--- config.mk ---
export PLATFORM = sky130hd
export DESIGN_NAME = fp_pack_flat
export DESIGN_NICKNAME = d
export VERILOG_FILES = /design/src/rtl/fp_pkg.sv /design/src/rtl/fp_pack_if.sv /design/src/rtl/fp_round.sv /design/src/rtl/fp_pack.sv /design/src/flat_wrapper.sv
export SDC_FILE = /design/constraint.sdc
export NUM_CORES = 1
export LEC_CHECK = 0
export CAP_MARGIN = 25
export CORE_UTILIZATION = 30
export CTS_BUF_LIST = sky130_fd_sc_hd__clkbuf_8
export CTS_CLUSTER_DIAMETER = 60
export DETAILED_ROUTE_END_ITERATION = 6
export GPL_TIMING_DRIVEN = 0
export PLACE_DENSITY = 0.55
export SYNTH_ARGS = -nofsm -noshare
export SYNTH_HDL_FRONTEND = slang
export SYNTH_HIERARCHICAL = 1
export SYNTH_SLANG_ARGS = --single-unit
--- constraint.sdc ---
create_clock -name clk -period 3.2 [get_ports clk]
set_input_delay 0.48 -clock clk [delete_from_list [all_inputs] [get_ports clk]]
set_output_delay 0.48 -clock clk [all_outputs]
set_load 0.005 [all_outputs]
--- src/rtl/fp_pkg.sv ---
// Shared widths, field positions, payload struct and FSM state type for the FP adder output packer.
package fp_pkg;

  localparam int unsigned EXP_W  = 8;
  localparam int unsigned FRAC_W = 23;
  localparam int unsigned MANT_W = 28;
  localparam int unsigned EXPI_W = 10;

  localparam int unsigned CARRY_BIT  = 27;
  localparam int unsigned HIDDEN_BIT = 26;
  localparam int unsigned LSB_BIT    = 3;
  localparam int unsigned GUARD_BIT  = 2;
  localparam int unsigned ROUND_BIT  = 1;
  localparam int unsigned STICKY_BIT = 0;

  localparam logic [EXP_W-1:0]  EXP_MAX   = 8'hFF;
  localparam int unsigned       BIAS      = 127;
  localparam logic [FRAC_W-1:0] QNAN_FRAC = 23'h400000;

  typedef struct packed {
    logic              sign;
    logic [EXP_W-1:0]  exp;
    logic [FRAC_W-1:0] frac;
  } fp32_t;

  typedef enum logic [1:0] {
    ST_IDLE  = 2'd0,
    ST_NORM  = 2'd1,
    ST_ROUND = 2'd2,
    ST_DONE  = 2'd3
  } state_e;

endpackage

--- src/rtl/fp_pack_if.sv ---
// Handshake bus between the add/subtract stage, the packer and the adder result consumer.
interface fp_pack_if;
  import fp_pkg::*;

  logic              in_valid;
  logic              in_ready;
  logic              in_sign;
  logic [EXP_W-1:0]  in_exp;
  logic [MANT_W-1:0] in_mant;
  logic              out_valid;
  logic              out_ready;
  fp32_t             out_result;
  logic              out_overflow;
  logic              out_inexact;

  // Packer side.
  modport slave (
    input  in_valid, in_sign, in_exp, in_mant, out_ready,
    output in_ready, out_valid, out_result, out_overflow, out_inexact
  );

  // Producer/consumer side.
  modport master (
    output in_valid, in_sign, in_exp, in_mant, out_ready,
    input  in_ready, out_valid, out_result, out_overflow, out_inexact
  );
endinterface

--- src/rtl/fp_round.sv ---
// Combinational round-to-nearest-even of a normalized mantissa, with exponent fix-up and flags.
module fp_round
  import fp_pkg::*;
(
  input  logic [HIDDEN_BIT:0] mant_i,
  input  logic [EXPI_W-1:0]   exp_i,
  output logic [FRAC_W-1:0]   frac_c_o,
  output logic [EXP_W-1:0]    exp_c_o,
  output logic                overflow_c_o,
  output logic                inexact_c_o
);

  localparam int unsigned SUM_W = HIDDEN_BIT - LSB_BIT + 2;

  logic             inc_c;
  logic             hidden_c;
  logic [SUM_W-1:0] sum_c;
  logic [EXPI_W-1:0] exp_adj_c;

  always_comb begin
    inc_c     = mant_i[GUARD_BIT] & (mant_i[ROUND_BIT] | mant_i[STICKY_BIT] | mant_i[LSB_BIT]);
    sum_c     = {1'b0, mant_i[HIDDEN_BIT:LSB_BIT]} + SUM_W'(inc_c);
    hidden_c  = 1'b1;
    frac_c_o  = sum_c[FRAC_W:1];
    exp_adj_c = exp_i + EXPI_W'(1);
    // No carry out of the increment: hidden bit reflects subnormal-to-normal promotion.
    if (!sum_c[FRAC_W+1]) begin
      frac_c_o  = sum_c[FRAC_W-1:0];
      hidden_c  = sum_c[FRAC_W];
      exp_adj_c = exp_i;
    end
    overflow_c_o = hidden_c & (exp_adj_c >= EXPI_W'(EXP_MAX));
    exp_c_o      = hidden_c ? exp_adj_c[EXP_W-1:0] : '0;
    inexact_c_o  = |mant_i[GUARD_BIT:STICKY_BIT];
  end

endmodule

--- src/rtl/fp_pack.sv ---
// FP adder output stage: iterative normalize, RNE round, IEEE-754 single pack behind valid/ready.
// FP_PACK_DENORM_EN: keep subnormal results; otherwise they flush to signed zero.
module fp_pack
  import fp_pkg::*;
(
  input logic       clk,
  input logic       rst_n,
  fp_pack_if.slave  bus
);

  state_e            state_q, state_d;
  logic              sign_q, sign_d;
  logic [EXPI_W-1:0] exp_q, exp_d;
  logic [MANT_W-1:0] mant_q, mant_d;
  logic              in_ready_q, in_ready_d;
  logic              out_valid_q, out_valid_d;
  fp32_t             out_result_q, out_result_d;
  logic              out_overflow_q, out_overflow_d;
  logic              out_inexact_q, out_inexact_d;

  logic [FRAC_W-1:0] rnd_frac_c;
  logic [EXP_W-1:0]  rnd_exp_c;
  logic              rnd_ovf_c;
  logic              rnd_inexact_c;
  logic              accept_c;
  logic              flush_en_c;

`ifdef FP_PACK_DENORM_EN
  assign flush_en_c = 1'b0;
`else
  assign flush_en_c = 1'b1;
`endif

  assign accept_c = bus.in_valid & in_ready_q;

  fp_round u_round (
    .mant_i       (mant_q[HIDDEN_BIT:0]),
    .exp_i        (exp_q),
    .frac_c_o     (rnd_frac_c),
    .exp_c_o      (rnd_exp_c),
    .overflow_c_o (rnd_ovf_c),
    .inexact_c_o  (rnd_inexact_c)
  );

  // State register.
  always_ff @(posedge clk or negedge rst_n) begin
    if (!rst_n) state_q <= ST_IDLE;
    else        state_q <= state_d;
  end

  // Next-state logic.
  always_comb begin
    state_d = state_q;
    case (state_q)
      ST_IDLE: begin
        if (accept_c) state_d = (bus.in_exp == EXP_MAX) ? ST_DONE : ST_NORM;
      end
      ST_NORM: begin
        if (mant_q[CARRY_BIT])          state_d = ST_ROUND;
        else if (mant_q == '0)          state_d = ST_DONE;
        else if (mant_q[HIDDEN_BIT])    state_d = ST_ROUND;
        else if (exp_q == EXPI_W'(1))   state_d = ST_ROUND;
      end
      ST_ROUND: state_d = ST_DONE;
      ST_DONE: begin
        if (out_valid_q && bus.out_ready) state_d = ST_IDLE;
      end
      default: state_d = ST_IDLE;
    endcase
  end

  // Datapath and output next values.
  always_comb begin
    sign_d         = sign_q;
    exp_d          = exp_q;
    mant_d         = mant_q;
    out_result_d   = out_result_q;
    out_overflow_d = out_overflow_q;
    out_inexact_d  = out_inexact_q;
    in_ready_d     = (state_d == ST_IDLE);
    out_valid_d    = (state_q == ST_DONE) && !(out_valid_q && bus.out_ready);
    case (state_q)
      ST_IDLE: begin
        if (accept_c) begin
          sign_d = bus.in_sign;
          exp_d  = (bus.in_exp == '0) ? EXPI_W'(1) : EXPI_W'(bus.in_exp);
          mant_d = bus.in_mant;
          if (bus.in_exp == EXP_MAX) begin
            out_result_d.sign = bus.in_sign;
            out_result_d.exp  = EXP_MAX;
            out_result_d.frac = (bus.in_mant[HIDDEN_BIT-1:LSB_BIT] != '0) ? QNAN_FRAC : '0;
            out_overflow_d    = 1'b0;
            out_inexact_d     = 1'b0;
          end
        end
      end
      ST_NORM: begin
        if (mant_q[CARRY_BIT]) begin
          // Right shift keeps the sticky bit as the OR of everything shifted past it.
          mant_d = {1'b0, mant_q[CARRY_BIT:2], mant_q[ROUND_BIT] | mant_q[STICKY_BIT]};
          exp_d  = exp_q + EXPI_W'(1);
        end else if (mant_q == '0) begin
          out_result_d   = '0;
          out_overflow_d = 1'b0;
          out_inexact_d  = 1'b0;
        end else if (!mant_q[HIDDEN_BIT] && (exp_q != EXPI_W'(1))) begin
          mant_d = {mant_q[CARRY_BIT-1:0], 1'b0};
          exp_d  = exp_q - EXPI_W'(1);
        end
      end
      ST_ROUND: begin
        out_inexact_d  = rnd_inexact_c;
        out_overflow_d = rnd_ovf_c;
        if (rnd_ovf_c) begin
          out_result_d.sign = sign_q;
          out_result_d.exp  = EXP_MAX;
          out_result_d.frac = '0;
        end else if (flush_en_c && (rnd_exp_c == '0)) begin
          out_result_d      = '0;
          out_result_d.sign = sign_q;
          out_inexact_d     = rnd_inexact_c | (rnd_frac_c != '0);
        end else begin
          out_result_d.sign = sign_q;
          out_result_d.exp  = rnd_exp_c;
          out_result_d.frac = rnd_frac_c;
        end
      end
      default: ;
    endcase
  end

  // Datapath and output registers.
  always_ff @(posedge clk or negedge rst_n) begin
    if (!rst_n) begin
      sign_q         <= 1'b0;
      exp_q          <= '0;
      mant_q         <= '0;
      in_ready_q     <= 1'b1;
      out_valid_q    <= 1'b0;
      out_result_q   <= '0;
      out_overflow_q <= 1'b0;
      out_inexact_q  <= 1'b0;
    end else begin
      sign_q         <= sign_d;
      exp_q          <= exp_d;
      mant_q         <= mant_d;
      in_ready_q     <= in_ready_d;
      out_valid_q    <= out_valid_d;
      out_result_q   <= out_result_d;
      out_overflow_q <= out_overflow_d;
      out_inexact_q  <= out_inexact_d;
    end
  end

  assign bus.in_ready     = in_ready_q;
  assign bus.out_valid    = out_valid_q;
  assign bus.out_result   = out_result_q;
  assign bus.out_overflow = out_overflow_q;
  assign bus.out_inexact  = out_inexact_q;

endmodule
--- src/flat_wrapper.sv ---
// flat-port wrapper written by rule: the top's interface ports become plain ports
module fp_pack_flat import fp_pkg::*;
  (clk, rst_n, bus_in_valid, bus_in_sign, bus_in_exp, bus_in_mant, bus_out_ready, bus_in_ready, bus_out_valid, bus_out_result, bus_out_overflow, bus_out_inexact);
  fp_pack_if bus_i ();
  input logic clk;
  input logic rst_n;
  input wire logic [$bits(bus_i.in_valid)-1:0] bus_in_valid;
  input wire logic [$bits(bus_i.in_sign)-1:0] bus_in_sign;
  input wire logic [$bits(bus_i.in_exp)-1:0] bus_in_exp;
  input wire logic [$bits(bus_i.in_mant)-1:0] bus_in_mant;
  input wire logic [$bits(bus_i.out_ready)-1:0] bus_out_ready;
  output wire logic [$bits(bus_i.in_ready)-1:0] bus_in_ready;
  output wire logic [$bits(bus_i.out_valid)-1:0] bus_out_valid;
  output wire logic [$bits(bus_i.out_result)-1:0] bus_out_result;
  output wire logic [$bits(bus_i.out_overflow)-1:0] bus_out_overflow;
  output wire logic [$bits(bus_i.out_inexact)-1:0] bus_out_inexact;
  assign bus_i.in_valid = bus_in_valid;
  assign bus_i.in_sign = bus_in_sign;
  assign bus_i.in_exp = bus_in_exp;
  assign bus_i.in_mant = bus_in_mant;
  assign bus_i.out_ready = bus_out_ready;
  assign bus_in_ready = bus_i.in_ready;
  assign bus_out_valid = bus_i.out_valid;
  assign bus_out_result = bus_i.out_result;
  assign bus_out_overflow = bus_i.out_overflow;
  assign bus_out_inexact = bus_i.out_inexact;
  fp_pack u_core (.clk(clk), .rst_n(rst_n), .bus(bus_i));
endmodule
# Word level (Yosys, flattened, before mapping)
# Index checks and enable logic that the tools add are counted.
# op_classes
order_cmp,1
eq_ne,12
n_addsub,3
mux,39
reduce_logical,19
bitwise_logic,6
# ops
op,n
$mux W32,4
$mux W28,4
$pmux W32 S3,1
$mux W31,2
$pmux W28 S2,1
$mux W10,5
$mux W23,2
$reduce_bool A23 Y1,2
$logic_not A28 Y1,1
$add A24 B1 Y25,1
$pmux W10 S2,1
$logic_not A8 Y1,2
$mux W8,2
$mux W2,7
$add A10 B1 Y10 const B,1
$eq A10 B1 Y1 const B,1
$ge A10 B8 Y1 const B,1
$ne A10 B1 Y1 const B,1
$sub A10 B1 Y10 const B,1
$eq A8 B8 Y1 const B,1
$pmux W2 S4,1
$mux W1,7
$ne A2 B1 Y1 const B,3
$pmux W1 S3,2
other kinds (16),26
# totals
wordCells,92
ff_bits,77
output_inout_bits,36

# Logic depth before layout (Yosys ltp)
# Gate-level depths: netlist of the first run.
# depth
ltp_word,10
ltp_mapped,14
ltp_nobuf,12

# Modules after synthesis
# Netlist of the first run, hierarchy kept.
# modules_own_cells
mod,seq_area_each_um2,area_each_um2,instances,cells_per_inst
fp_pack,1928.1,4563.1,1,456
fp_round,0.0,1051.0,1,169

# Worst setup path after synthesis of the first run
# OpenSTA, ideal clock, no wires.
# synth_timing
kind,reg-to-reg
startpoint,register u_core.mant_q[3]
endpoint,"register u_core.out_result_q, in the netlist u_core/bus.out_result[10]"
setup_time_ns,0.131
path_stages_with_launch,14
arrival_time_ns,2.682
path_slack_ns,0.387
synth_period_minus_slack_ns,2.813
t_required_ns,3.069
cell_sequence,dfrtp_1 -> and2_1 -> ha_1 -> nand4_1 -> or4_4 -> nor3_1 -> xnor2_1 -> nor2_1 -> nor4_1 -> nand2_1 -> and3_1 -> clkbuf_1 -> nand2_1 -> mux2i_1
# synth_between
elab_chain_len,9
elab_cells_between_ends,16
classes_between,1 x add/sub; 1 x order compare; 1 x eq/ne; 7 x mux; 3 x bitwise; 3 x reduce/logical
# synth_rtl
element,line_no,source
from (decl),fp_pack.sv:14,"logic [MANT_W-1:0] mant_q, mant_d;"
from (signal assigned),fp_pack.sv:146,mant_q <= mant_d;
$or A1 B1 Y1,fp_round.sv:21,inc_c = mant_i[GUARD_BIT] & (mant_i[ROUND_BIT] | mant_i[STICKY_BIT] | mant_i[LSB_BIT]);
$and A1 B1 Y1,fp_round.sv:21,
$add A24 B1 Y25 (*),fp_round.sv:22,"sum_c = {1'b0, mant_i[HIDDEN_BIT:LSB_BIT]} + SUM_W'(inc_c);"
$mux W10 or $mux W1 (tied branches),fp_round.sv:27,if (!sum_c[FRAC_W+1]) begin
$mux W8 (*),fp_round.sv:33,exp_c_o = hidden_c ? exp_adj_c[EXP_W-1:0] : '0;
net u_core.rnd_exp_c[6],fp_pack.sv:22,logic [EXP_W-1:0] rnd_exp_c;
$logic_not A8 Y1 (*),fp_pack.sv:118,end else if (flush_en_c && (rnd_exp_c == '0)) begin
$mux W31 (*),fp_pack.sv:118,
$mux W31 (*),fp_pack.sv:114,if (rnd_ovf_c) begin
$pmux W32 S3 (*),fp_pack.sv:82,case (state_q)
to (signal assigned),fp_pack.sv:149,out_result_q <= out_result_d;
to (decl),fp_pack.sv:17,"fp32_t out_result_q, out_result_d;"
# The timed path passes the listed nets; every way through them passes the cells marked *.
# A chain may end at the register's enable or synchronous reset.

# Worst setup path after layout of the first run
# layout_timing
startpoint,register u_core.mant_q[3]
endpoint,register u_core.out_inexact_q (netlist: u_core/bus.out_inexact)
# layout_between
elab_chain_len,9
elab_cells_between_ends,18
classes_between,1 x add/sub; 1 x order compare; 1 x eq/ne; 7 x mux; 4 x bitwise; 4 x reduce/logical
# layout_rtl
element,line_no,source
$or A1 B1 Y1,fp_round.sv:21,
$and A1 B1 Y1,fp_round.sv:21,
$add A24 B1 Y25 (*),fp_round.sv:22,
$mux W23 (*),fp_round.sv:27,
net u_core.rnd_frac_c[22],fp_pack.sv:21,logic [FRAC_W-1:0] rnd_frac_c;
$reduce_bool A23 Y1 (*),fp_pack.sv:121,out_inexact_d = rnd_inexact_c | (rnd_frac_c != '0);
$or A1 B1 Y1 (*),fp_pack.sv:121,
$mux W1 (*),fp_pack.sv:118,
$mux W1 (*),fp_pack.sv:114,
$pmux W1 S3 (*),fp_pack.sv:82,
to (signal assigned),fp_pack.sv:151,out_inexact_q <= out_inexact_d;
to (decl),fp_pack.sv:19,"logic out_inexact_q, out_inexact_d;"
# Marks and branches as above.

==> results of run 1 <==
[stage by stage]
step | TNS, ns | util [%]
after global placement | -95.22 | 36.7
after global routing | -0.0153 | 38.7
after floorplan | 0 | -
after CTS | 0 | 38.3
after detailed placement | -4.53 | 36.8
final | 0 | 38.7
[final cells by class]
type,count,area share (%)
sequential,77,27.6
timing repair buffer,83,11.9
multi-input combinational,467,48.1
clock inverter,6,1.32
clock buffer,10,1.96
inverter,46,2.46
tap,229,4.08
buffer,35,2.64
[layer usage]
| layer | vias to the layer above | GRT usage (%) | part of all wire (%) |
|---|---|---|---|
| met4 | 0 | 5.73 | 1.8 |
| met3 | 26 | 4.59 | 5.3 |
| met5 | - | 0 | 0 |
| met1 | 2472 | 23.5 | 47 |
| met2 | 135 | 27.8 | 46 |
| li1 | 2501 | - | - |
[how the worst max path moves through the flow]
stage | startpoint | cells after the start | to
floorplan | u_core/mant_q[3] | 13 | u_core/bus.out_result[10]
global placement | rst_n | 1 | u_core/mant_q[10]
detailed placement | u_core/mant_q[3] | 14 | u_core/bus.out_result[14]
CTS | u_core/mant_q[4] | 12 | u_core/bus.out_result[14]
global route | u_core/mant_q[3] | 13 | u_core/bus.out_inexact
finish | u_core/mant_q[3] | 13 | u_core/bus.out_inexact
[power breakdown]
| part | internal (mW) | switching (mW) | total [mW] |
|---|---|---|---|
| sequential | 1.41 | 0.690 | 2.10 |
| clock | 0.465 | 0.398 | 0.864 |
| combinational | 1.83 | 1.90 | 3.73 |
| total | 3.71 | 2.99 | 6.70 |
[timing repair]
action | CTS | global route
resized for setup | 3 | 18
setup buffers | 2 | 3
endpoints found under the setup margin | 22 | 22
gates cloned | 0 | 0
hold endpoints to repair | 3 | 0
pin swaps | 0 | 2
hold buffers | 1 | 0
[registers in the layout (all words and copies together), names as in the netlist]
register and count:
u_core/bus.in_ready 1, u_core/bus.out_inexact 1, u_core/bus.out_overflow 1, u_core/bus.out_result 32, u_core/bus.out_valid 1, u_core/exp_q 10, u_core/mant_q 28, u_core/sign_q 1
u_core/state_q 2
[cells in the mapped netlist, drive strengths merged (2+ instances only)]
| master | instances | share of area, % |
|---|---|---|
| a211o | 2 | 0.31 |
| a211oi | 2 | 0.27 |
| a21boi | 3 | 0.40 |
| a21o | 3 | 0.40 |
| a21oi | 22 | 2.0 |
| a221o | 30 | 5.3 |
| a22o | 2 | 0.31 |
| a311o | 5 | 0.89 |
| a31oi | 2 | 0.22 |
| a32oi | 2 | 0.31 |
| and2 | 5 | 0.58 |
| and3 | 40 | 4.6 |
| and4 | 9 | 1.4 |
| buf | 20 | 2.2 |
| clkbuf | 15 | 1.0 |
| dfrtp | 76 | 34 |
| ha | 10 | 2.2 |
| inv | 46 | 3.1 |
| mux2 | 31 | 6.9 |
| mux2i | 36 | 6.5 |
| nand2 | 64 | 4.3 |
| nand2b | 4 | 0.45 |
| nand3 | 18 | 1.8 |
| nand4 | 14 | 1.8 |
| nor2 | 36 | 2.4 |
| nor2b | 2 | 0.22 |
| nor3 | 16 | 1.5 |
| nor3b | 2 | 0.27 |
| nor4 | 31 | 3.7 |
| o2111ai | 2 | 0.31 |
| o211ai | 2 | 0.27 |
| o21a | 3 | 0.40 |
| o21ai | 21 | 1.9 |
| or2 | 3 | 0.33 |
| or3 | 8 | 0.89 |
| xnor2 | 9 | 1.4 |
| xor2 | 12 | 1.9 |
[critical path: cells and delay by family (launching register included)]
kind / cells / cell delay (ns)
adder cells (fa/ha/maj): 1 / 0.19
flip-flops: 1 / 0.39
multiplexers: 1 / 0.10
buffers and inverters: 2 / 0.29
AO/OA/AOI/OAI: 2 / 0.35
XOR/XNOR: 1 / 0.17
AND/OR/NAND/NOR: 6 / 1.40
[cell families (layout without fill, tap and decap cells)]
kind of cell | count (synthesis) | in the layout | synth area share [%]
AOI/OAI and AO/OA | 113 | 113 | 15.6
and+or+nand+nor | 256 | 256 | 25.0
DFF | 77 | 77 | 34.3
adders and majority gates | 10 | 10 | 2.23
xor gates and xnor gates | 21 | 21 | 3.28
buffers and inverters | 81 | 180 | 6.26
muxes | 67 | 67 | 13.4
==> flow_summary_export.csv, run 1 <==
group,metric,value,unit
run_status,outcome,"finished with violations",
run_status,violations,"DRC",
routing,drc_errors,6,
setup_path,slowest_stage,"nor4_4",
clocking,clock_sinks,77,
finish,synthToLayoutAreaGrowth,25.1,%
finish,multi_input_area,3380,µm²
logic_synthesis,ys_ff_latch,77,
logic_synthesis,seq_area_frac_synth,34.3,%
finish,fillers,1840,
timing,setup_viol,0,
setup_path,worst_r2r_endpoint,"u_core/bus.out_inexact",
finish,register_area,1940,µm²
routing,via_per_inst,5.39,
die,pin_count,77,
logic_synthesis,yosys_warnings,6,
routing,routedWlPerCell,17.1,µm
logic_synthesis,async_flop_share,100,%
clocking,ctsRootBufferMaster,"clkbuf_8",
clocking,cts_buffers,9,
die,die_h,139,µm
placed_design,placed_area,6690,µm²
die,die_w,139,µm
placed_design,place_hpwl,12.5,mm
global_route,grt_pass1_vias,5113,
finish,final_cell_area,7020,µm²
logic_synthesis,synth_ff_type,"dfrtp_1",
min_path,min_from,"u_core/sign_q",
logic_synthesis,netlist_area,5610,µm²
timing,final.setup_skew,0.0105,ns
finish,layout_commonest_cell,"clkdlybuf4s50_1",
setup_path,worstPathMaxFanout,7,
logic_synthesis,avgSynthCellArea,8.98,µm²
min_path,whs_path_depth,2,
timing,slew_violations,0,
setup_path,cp_slowest_stage_delay,0.43,ns
setup_path,crit_chain,"and2_1 > ha_2 > nand4_1 > nor4_4 > buf_6 > buf_4 > nand4_1 > xor2_1 > nand2_1 > nor4_1 > a311oi_1 > o21ai_0 > mux2i_1",
timing,max_freq,0.332,GHz
finish,layout_common_cells,"75 x clkdlybuf4s50_1, 70 x dfrtp_1, 64 x nand2_1, 45 x inv_1, 37 x and3_1",
finish,num-nets-final,770,
timing,fin_crit,3.01,ns
power_and_ir_drop,ir_drop,447,µV
setup_path,cpMostUsedCell,"nand4_1",
global_route,grt_start_max_net_pins,51,
finish,n_antenna_cell,0,
finish,stdcell_count,953,
timing,timing.final.ws_setup,0.191,ns
die,start_util,30.9,%
setup_path,crit_path_end_kind,"register",
routing,drtIter0Drc,364,
setup_path,reg2regPathDepth,13,
logic_synthesis,yosysUniqueCellTypes,70,
placed_design,dpl.cell_count,931,
clocking,cts_buffer_depth,2,
timing,hold_slack,0.494,ns
global_route,grt_overflow_total,0,
global_route,grtUsageTotal,17.6,%
placed_design,post-place-ws,-0.232,ns
global_route,grt_pass1_wl,26.9,mm
setup_path,crit_required,3.47,ns
clocking,clkTransAtPathRegs,0.09,ns
setup_path,worstPathArrival,3.28,ns
timing,hold_viol,0,
routing,dr.pass1.iters,7,
power_and_ir_drop,finalPower,6.70,mW
global_route,antenna_found_initial,0,
min_path,whs_endpoint,"u_core/sign_q",
logic_synthesis,syn_nets,676,
routing,ant_nets,0,
timing,max_slew_margin,37.0,%
min_path,hp-class,"register to register",
routing,num_vias,5134,
logic_synthesis,netlist_instances,625,
finish,drive_above_1_share,15.3,%
die,rows,49,
job,maxCapViolCount,0,
setup_path,r2r_start,"u_core/mant_q[3]",
die,die-area,19300,µm²
clocking,htreeDepth,3,
timing,worst-slew-pin-transition,0.939,ns
clocking,clock_latency,0.39,ns
routing,wirelength,16.3,mm
setup_path,reg2reg_slack,0.19,ns
setup_path,critical_path_class,"register to register",
placed_design,portBuffers,76,
logic_synthesis,synth-edff-count,0,
die,core_area,18100,µm²
power_and_ir_drop,leakagePower,2.99,nW
clocking,cts_tree,"done",
timing,min_period_over_period,94.0,%
setup_path,start_kind,"register",
placed_design,gp_congestion,0.828,
power_and_ir_drop,power_density,954,nW/µm²
Power figures use the tool's default switching activity.
==> run 2: changes to the inputs <==
Settings changed: PLACE_DENSITY 0.55 to 0.57.
Clock period 3.2 ns to 2.7 ns, I/O delays scaled along.
==> run 2 against run 1 <==
  * The flow finishes with violations (DRC, setup timing)
  * Cell area grew 5.4%
  * Global-route usage grew 0.15 points
  * Setup slack worse by 0.41 ns
  * Largest cell class unchanged
  * Utilization grew 2.1 points
  * Clock skew rose by 0.0039 ns
  * Register-to-register slack got worse by 0.41 ns
==> flow_summary_export.csv, run 2 (synthesized netlist as in run 1, its figures left out) <==
group,metric,value,unit
run_status,outcome,"finished with violations",
die,rows,49,
setup_path,worstPathArrival,3.18,ns
finish,drive_above_1_share,22.7,%
clocking,clock_sinks,77,
setup_path,crit_path_end_kind,"register",
clocking,clock_latency,0.39,ns
clocking,cts_buffers,9,
clocking,htreeDepth,3,
routing,drtIter0Drc,407,
routing,routedWlPerCell,17.3,µm
setup_path,critical_path_class,"register to register",
setup_path,r2r_start,"u_core/mant_q[3]",
finish,synthToLayoutAreaGrowth,31.9,%
die,pin_count,77,
finish,n_antenna_cell,0,
timing,final.setup_skew,0.0144,ns
timing,hold_viol,0,
setup_path,worstPathMaxFanout,6,
die,die-area,19300,µm²
setup_path,worst_r2r_endpoint,"u_core/bus.out_result[16]",
setup_path,reg2regPathDepth,13,
routing,drc_errors,12,
timing,fin_crit,2.92,ns
placed_design,placed_area,6720,µm²
routing,ant_nets,0,
routing,dr.pass1.iters,7,
setup_path,start_kind,"register",
placed_design,post-place-ws,-0.569,ns
setup_path,reg2reg_slack,-0.22,ns
power_and_ir_drop,ir_drop,655,µV
global_route,grt_overflow_total,0,
placed_design,gp_congestion,0.849,
timing,setup_viol,24,
timing,slew_violations,0,
timing,hold_slack,0.485,ns
finish,final_cell_area,7400,µm²
finish,num-nets-final,782,
global_route,grtUsageTotal,17.8,%
timing,setup_tns,-4.72,ns
die,start_util,30.9,%
routing,wirelength,16.6,mm
routing,num_vias,5153,
die,die_w,139,µm
finish,layout_commonest_cell,"clkdlybuf4s50_1",
timing,min_period_over_period,108,%
run_status,violations,"DRC, setup timing",
power_and_ir_drop,leakagePower,3.15,nW
clocking,ctsRootBufferMaster,"clkbuf_8",
routing,via_per_inst,5.35,
timing,rsz0062_at_grt,"yes",
global_route,grt_pass1_vias,4965,
die,die_h,139,µm
timing,max_freq,0.343,GHz
timing,worst-slew-pin-transition,0.611,ns
placed_design,place_hpwl,12.2,mm
placed_design,portBuffers,76,
job,maxCapViolCount,0,
clocking,cts_buffer_depth,2,
min_path,hp-class,"input port to asynchronous set/reset pin",
global_route,grt_pass1_wl,27.1,mm
clocking,cts_tree,"done",
finish,layout_common_cells,"75 x clkdlybuf4s50_1, 69 x dfrtp_1, 45 x inv_1, 42 x nand2_1, 37 x and3_1",
timing,timing.final.ws_setup,-0.219,ns
setup_path,crit_required,2.96,ns
global_route,grt_start_max_net_pins,49,
power_and_ir_drop,power_density,1140,nW/µm²
global_route,antenna_found_initial,0,
finish,largest_reg_flops,32,
die,core_area,18100,µm²
timing,max_slew_margin,59.3,%
clocking,clkTransAtPathRegs,0.09,ns
==> run 2: power breakdown <==
part	switching, mW	internal (mW)	total [mW]
logic	2.43	2.38	4.81
registers	0.854	1.67	2.53
clock network	0.467	0.610	1.08
total	3.76	4.66	8.42
==> run 2: repair_timing <==
item,in CTS,in global routing
setup buffers,15,3
pin swaps,24,16
gates resized for setup,59,26
hold endpoints to repair,29,0
hold buffers,1,0
endpoints found under the setup margin,33,37
cloned,2,0
==> run 2: layout make-up <==
cell class | instances | area [µm²]
Buffer | 33 | 196
Sequential cell | 77 | 1940
Clock inverter | 6 | 111
Tap cell | 229 | 287
Timing Repair Buffer | 97 | 981
Inverter | 46 | 173
Multi-Input combinational cell | 467 | 3600
Fill cell | 1826 | 10700
Clock buffer | 9 | 124
==> run 2: worst max-delay path, stage by stage, from the launching register on <==
cell and delay, ns:
dfrtp_2 0.41, and2_4 0.17, ha_4 0.13, nand4_1 0.15
or4_4 0.62, nor3_4 0.15, xnor2_1 0.13, nor2_1 0.07
nor4_1 0.24, nand2_1 0.19, and3_4 0.27, buf_8 0.15
nand2_2 0.06, mux2i_1 0.06
==> run 2: worst max path at each step <==
| stage | from | end | depth (start not counted) |
|---|---|---|---|
| after floorplan | u_core/mant_q[3] | u_core/bus.out_result[10] | 13 |
| after global placement | rst_n | u_core/mant_q[9] | 1 |
| after detailed placement | u_core/mant_q[3] | u_core/bus.out_result[4] | 14 |
| after CTS | u_core/mant_q[2] | u_core/bus.out_result[16] | 14 |
| after global routing | u_core/mant_q[3] | u_core/bus.out_inexact | 16 |
| final | u_core/mant_q[3] | u_core/bus.out_result[16] | 13 |
==> run 2: routing by layer <==
| metal | routed length [µm] | share of wire [%] | GRT usage, % |
|---|---|---|---|
| met1 | 8200 | 49 | 25.4 |
| met2 | 7410 | 45 | 27.3 |
| met3 | 787 | 4.7 | 2.94 |
| met4 | 236 | 1.4 | 5.61 |
| met5 | 0 | 0 | 0 |
==> run 2: through the flow <==
| stage | cells | util [%] | total power, mW |
|---|---|---|---|
| final | 964 | 40.8 | 8.42 |
| after global routing | 964 | 40.8 | 9.03 |
| after CTS | 962 | 40.1 | 8.30 |
| after detailed placement | 931 | 37.0 | 6.84 |
| after global placement | 930 | 36.9 | 6.81 |
| after floorplan | 625 | - | 5.35 |
==> run 3: changes to the inputs <==
Settings changed: CORE_MARGIN set to 1, PLACE_DENSITY 0.57 to 0.58.
==> run 3 against run 2 <==
  * The flow still finishes with violations (DRC, setup timing)
  * Sequential share of layout area decreased by 0.44 points
  * Utilization increased by 0.94 points
  * Clock power increased by 13%
  * Cell area increased by 2.3%
  * Non-clock buffer count increased by 18
  * Critical path depth increased by 2
  * Critical endpoint is now u_core/bus.out_inexact
  * Sequential power about the same
  * Clock skew decreased by 0.0032 ns
  * Worst hold slack improved by 0.0088 ns
  * Cell count increased by 2.0%
  * Setup slack improved by 0.095 ns
==> flow_summary_export.csv, run 3 (synthesized netlist as in run 1, its figures left out) <==
group,metric,value,unit
power_and_ir_drop,ir_drop,518,µV
die,pin_count,77,
finish,final_cell_area,7570,µm²
die,die_h,139,µm
clocking,clock_latency,0.38,ns
placed_design,placed_area,6720,µm²
placed_design,portBuffers,76,
routing,drtIter0Drc,477,
die,core_area,18100,µm²
finish,num-nets-final,800,
clocking,ctsRootBufferMaster,"clkbuf_8",
timing,max_slew_margin,59.1,%
job,maxCapViolCount,0,
clocking,clock_sinks,77,
timing,setup_viol,24,
timing,rsz0062_at_grt,"yes",
placed_design,gp_congestion,0.844,
die,die_w,139,µm
setup_path,worstPathArrival,3.09,ns
finish,fillers,1766,
finish,synthToLayoutAreaGrowth,34.9,%
global_route,grt_pass1_wl,26.5,mm
timing,final.setup_skew,0.0112,ns
finish,drive_above_1_share,24.9,%
global_route,grt_overflow_total,0,
power_and_ir_drop,leakagePower,3.22,nW
global_route,grtUsageTotal,17.4,%
setup_path,crit_required,2.96,ns
finish,layout_common_cells,"75 x clkdlybuf4s50_1, 60 x dfrtp_1, 48 x nand2_1, 45 x inv_1, 37 x and3_1",
setup_path,critical_path_class,"register to register",
timing,slew_violations,0,
timing,fin_crit,2.82,ns
routing,wirelength,16.9,mm
routing,drc_errors,9,
timing,max_freq,0.354,GHz
min_path,hp-class,"register to register",
clocking,cts_buffer_depth,2,
finish,stdcell_count,983,
setup_path,start_kind,"register",
routing,via_per_inst,5.36,
timing,hold_viol,0,
timing,min_period_over_period,105,%
placed_design,dpl.cell_count,931,
global_route,grt_pass1_vias,4837,
run_status,outcome,"finished with violations",
timing,timing.final.ws_setup,-0.124,ns
power_and_ir_drop,power_density,1150,nW/µm²
power_and_ir_drop,finalPower,8.73,mW
global_route,antenna_found_initial,0,
clocking,cts_buffers,9,
routing,ant_nets,0,
setup_path,crit_path_end_kind,"register",
timing,worst-slew-pin-transition,0.613,ns
routing,routedWlPerCell,17.2,µm
placed_design,post-place-ws,-0.570,ns
placed_design,place_hpwl,12.2,mm
clocking,htreeDepth,3,
setup_path,reg2reg_slack,-0.12,ns
run_status,violations,"DRC, setup timing",
global_route,grt_start_max_net_pins,44,
finish,layout_commonest_cell,"clkdlybuf4s50_1",
routing,num_vias,5266,
die,start_util,30.9,%
timing,hold_slack,0.493,ns
finish,largest_reg_flops,32,
finish,multi_input_area,3560,µm²
finish,register_area,1950,µm²
routing,dr.pass1.iters,7,
clocking,clkTransAtPathRegs,0.09,ns
finish,n_antenna_cell,0,
setup_path,worstPathMaxFanout,6,
die,die-area,19300,µm²
die,rows,49,
clocking,cts_tree,"done",
## run 3: routing by layer
metal / track usage (%) / wire length, µm / vias up
li1: - / - / 2560
met1: 25.6 / 8020 / 2512
met2: 26.1 / 7550 / 180
met3: 3.56 / 1150 / 14
met4: 3.98 / 196 / 0
met5: 0 / 0 / -
## run 3: timing repair
item                                   CTS  global route
endpoints found under the hold margin   34             0
cloned                                   2             1
gates resized for setup                 42            42
hold buffers                             1             0
setup endpoints to repair               33            37
buffers inserted                        21            15
pin swaps                               14            17
## run 3: path summary, 6_finish.rpt
check                                             to  depth (start not counted)             start
min reg2reg                            u_core/sign_q                          2     u_core/sign_q
min in group asynchronous  u_core/bus.out_result[23]                          2             rst_n
min                                    u_core/sign_q                          2     u_core/sign_q
max reg2reg                   u_core/bus.out_inexact                         15  u_core/mant_q[2]
max in group asynchronous        u_core/bus.in_ready                          3             rst_n
max                           u_core/bus.out_inexact                         15  u_core/mant_q[2]
## run 3: worst max-delay path: stages, from the launching register on
cell and delay (ns):
dfrtp_2 0.41, and2_4 0.16, ha_4 0.12, nand4_1 0.14, buf_4 0.20, nor4_4 0.21
buf_4 0.18, and2_4 0.14, buf_8 0.13, clkbuf_16 0.14, nor2_1 0.08, nor4_1 0.20
and4_1 0.26, a311oi_2 0.11, o21ai_1 0.16, mux2i_1 0.08
## run 3: cell type report
type | count | area share (%)
Sequential cell | 77 | 25.7
Tap cell | 229 | 3.78
Inverter | 46 | 2.28
Clock inverter | 5 | 1.70
Multi-Input combinational cell | 467 | 47.0
Timing Repair Buffer | 115 | 14.7
Buffer | 33 | 2.78
Clock buffer | 11 | 2.00
## run 3: through the flow
stage	setup TNS, ns	utilization [%]
detailed placement	-14.73	37.0
global route	-6.00	41.7
finish	-2.39	41.7
CTS	-5.18	40.2
floorplan	0	-
global placement	-146.94	36.9
## run 3: power by group
group          switching, mW  internal, mW  total, mW
sequential             0.815          1.69       2.50
clock                  0.458         0.761       1.22
combinational           2.52          2.49       5.01
total                   3.79          4.94       8.73
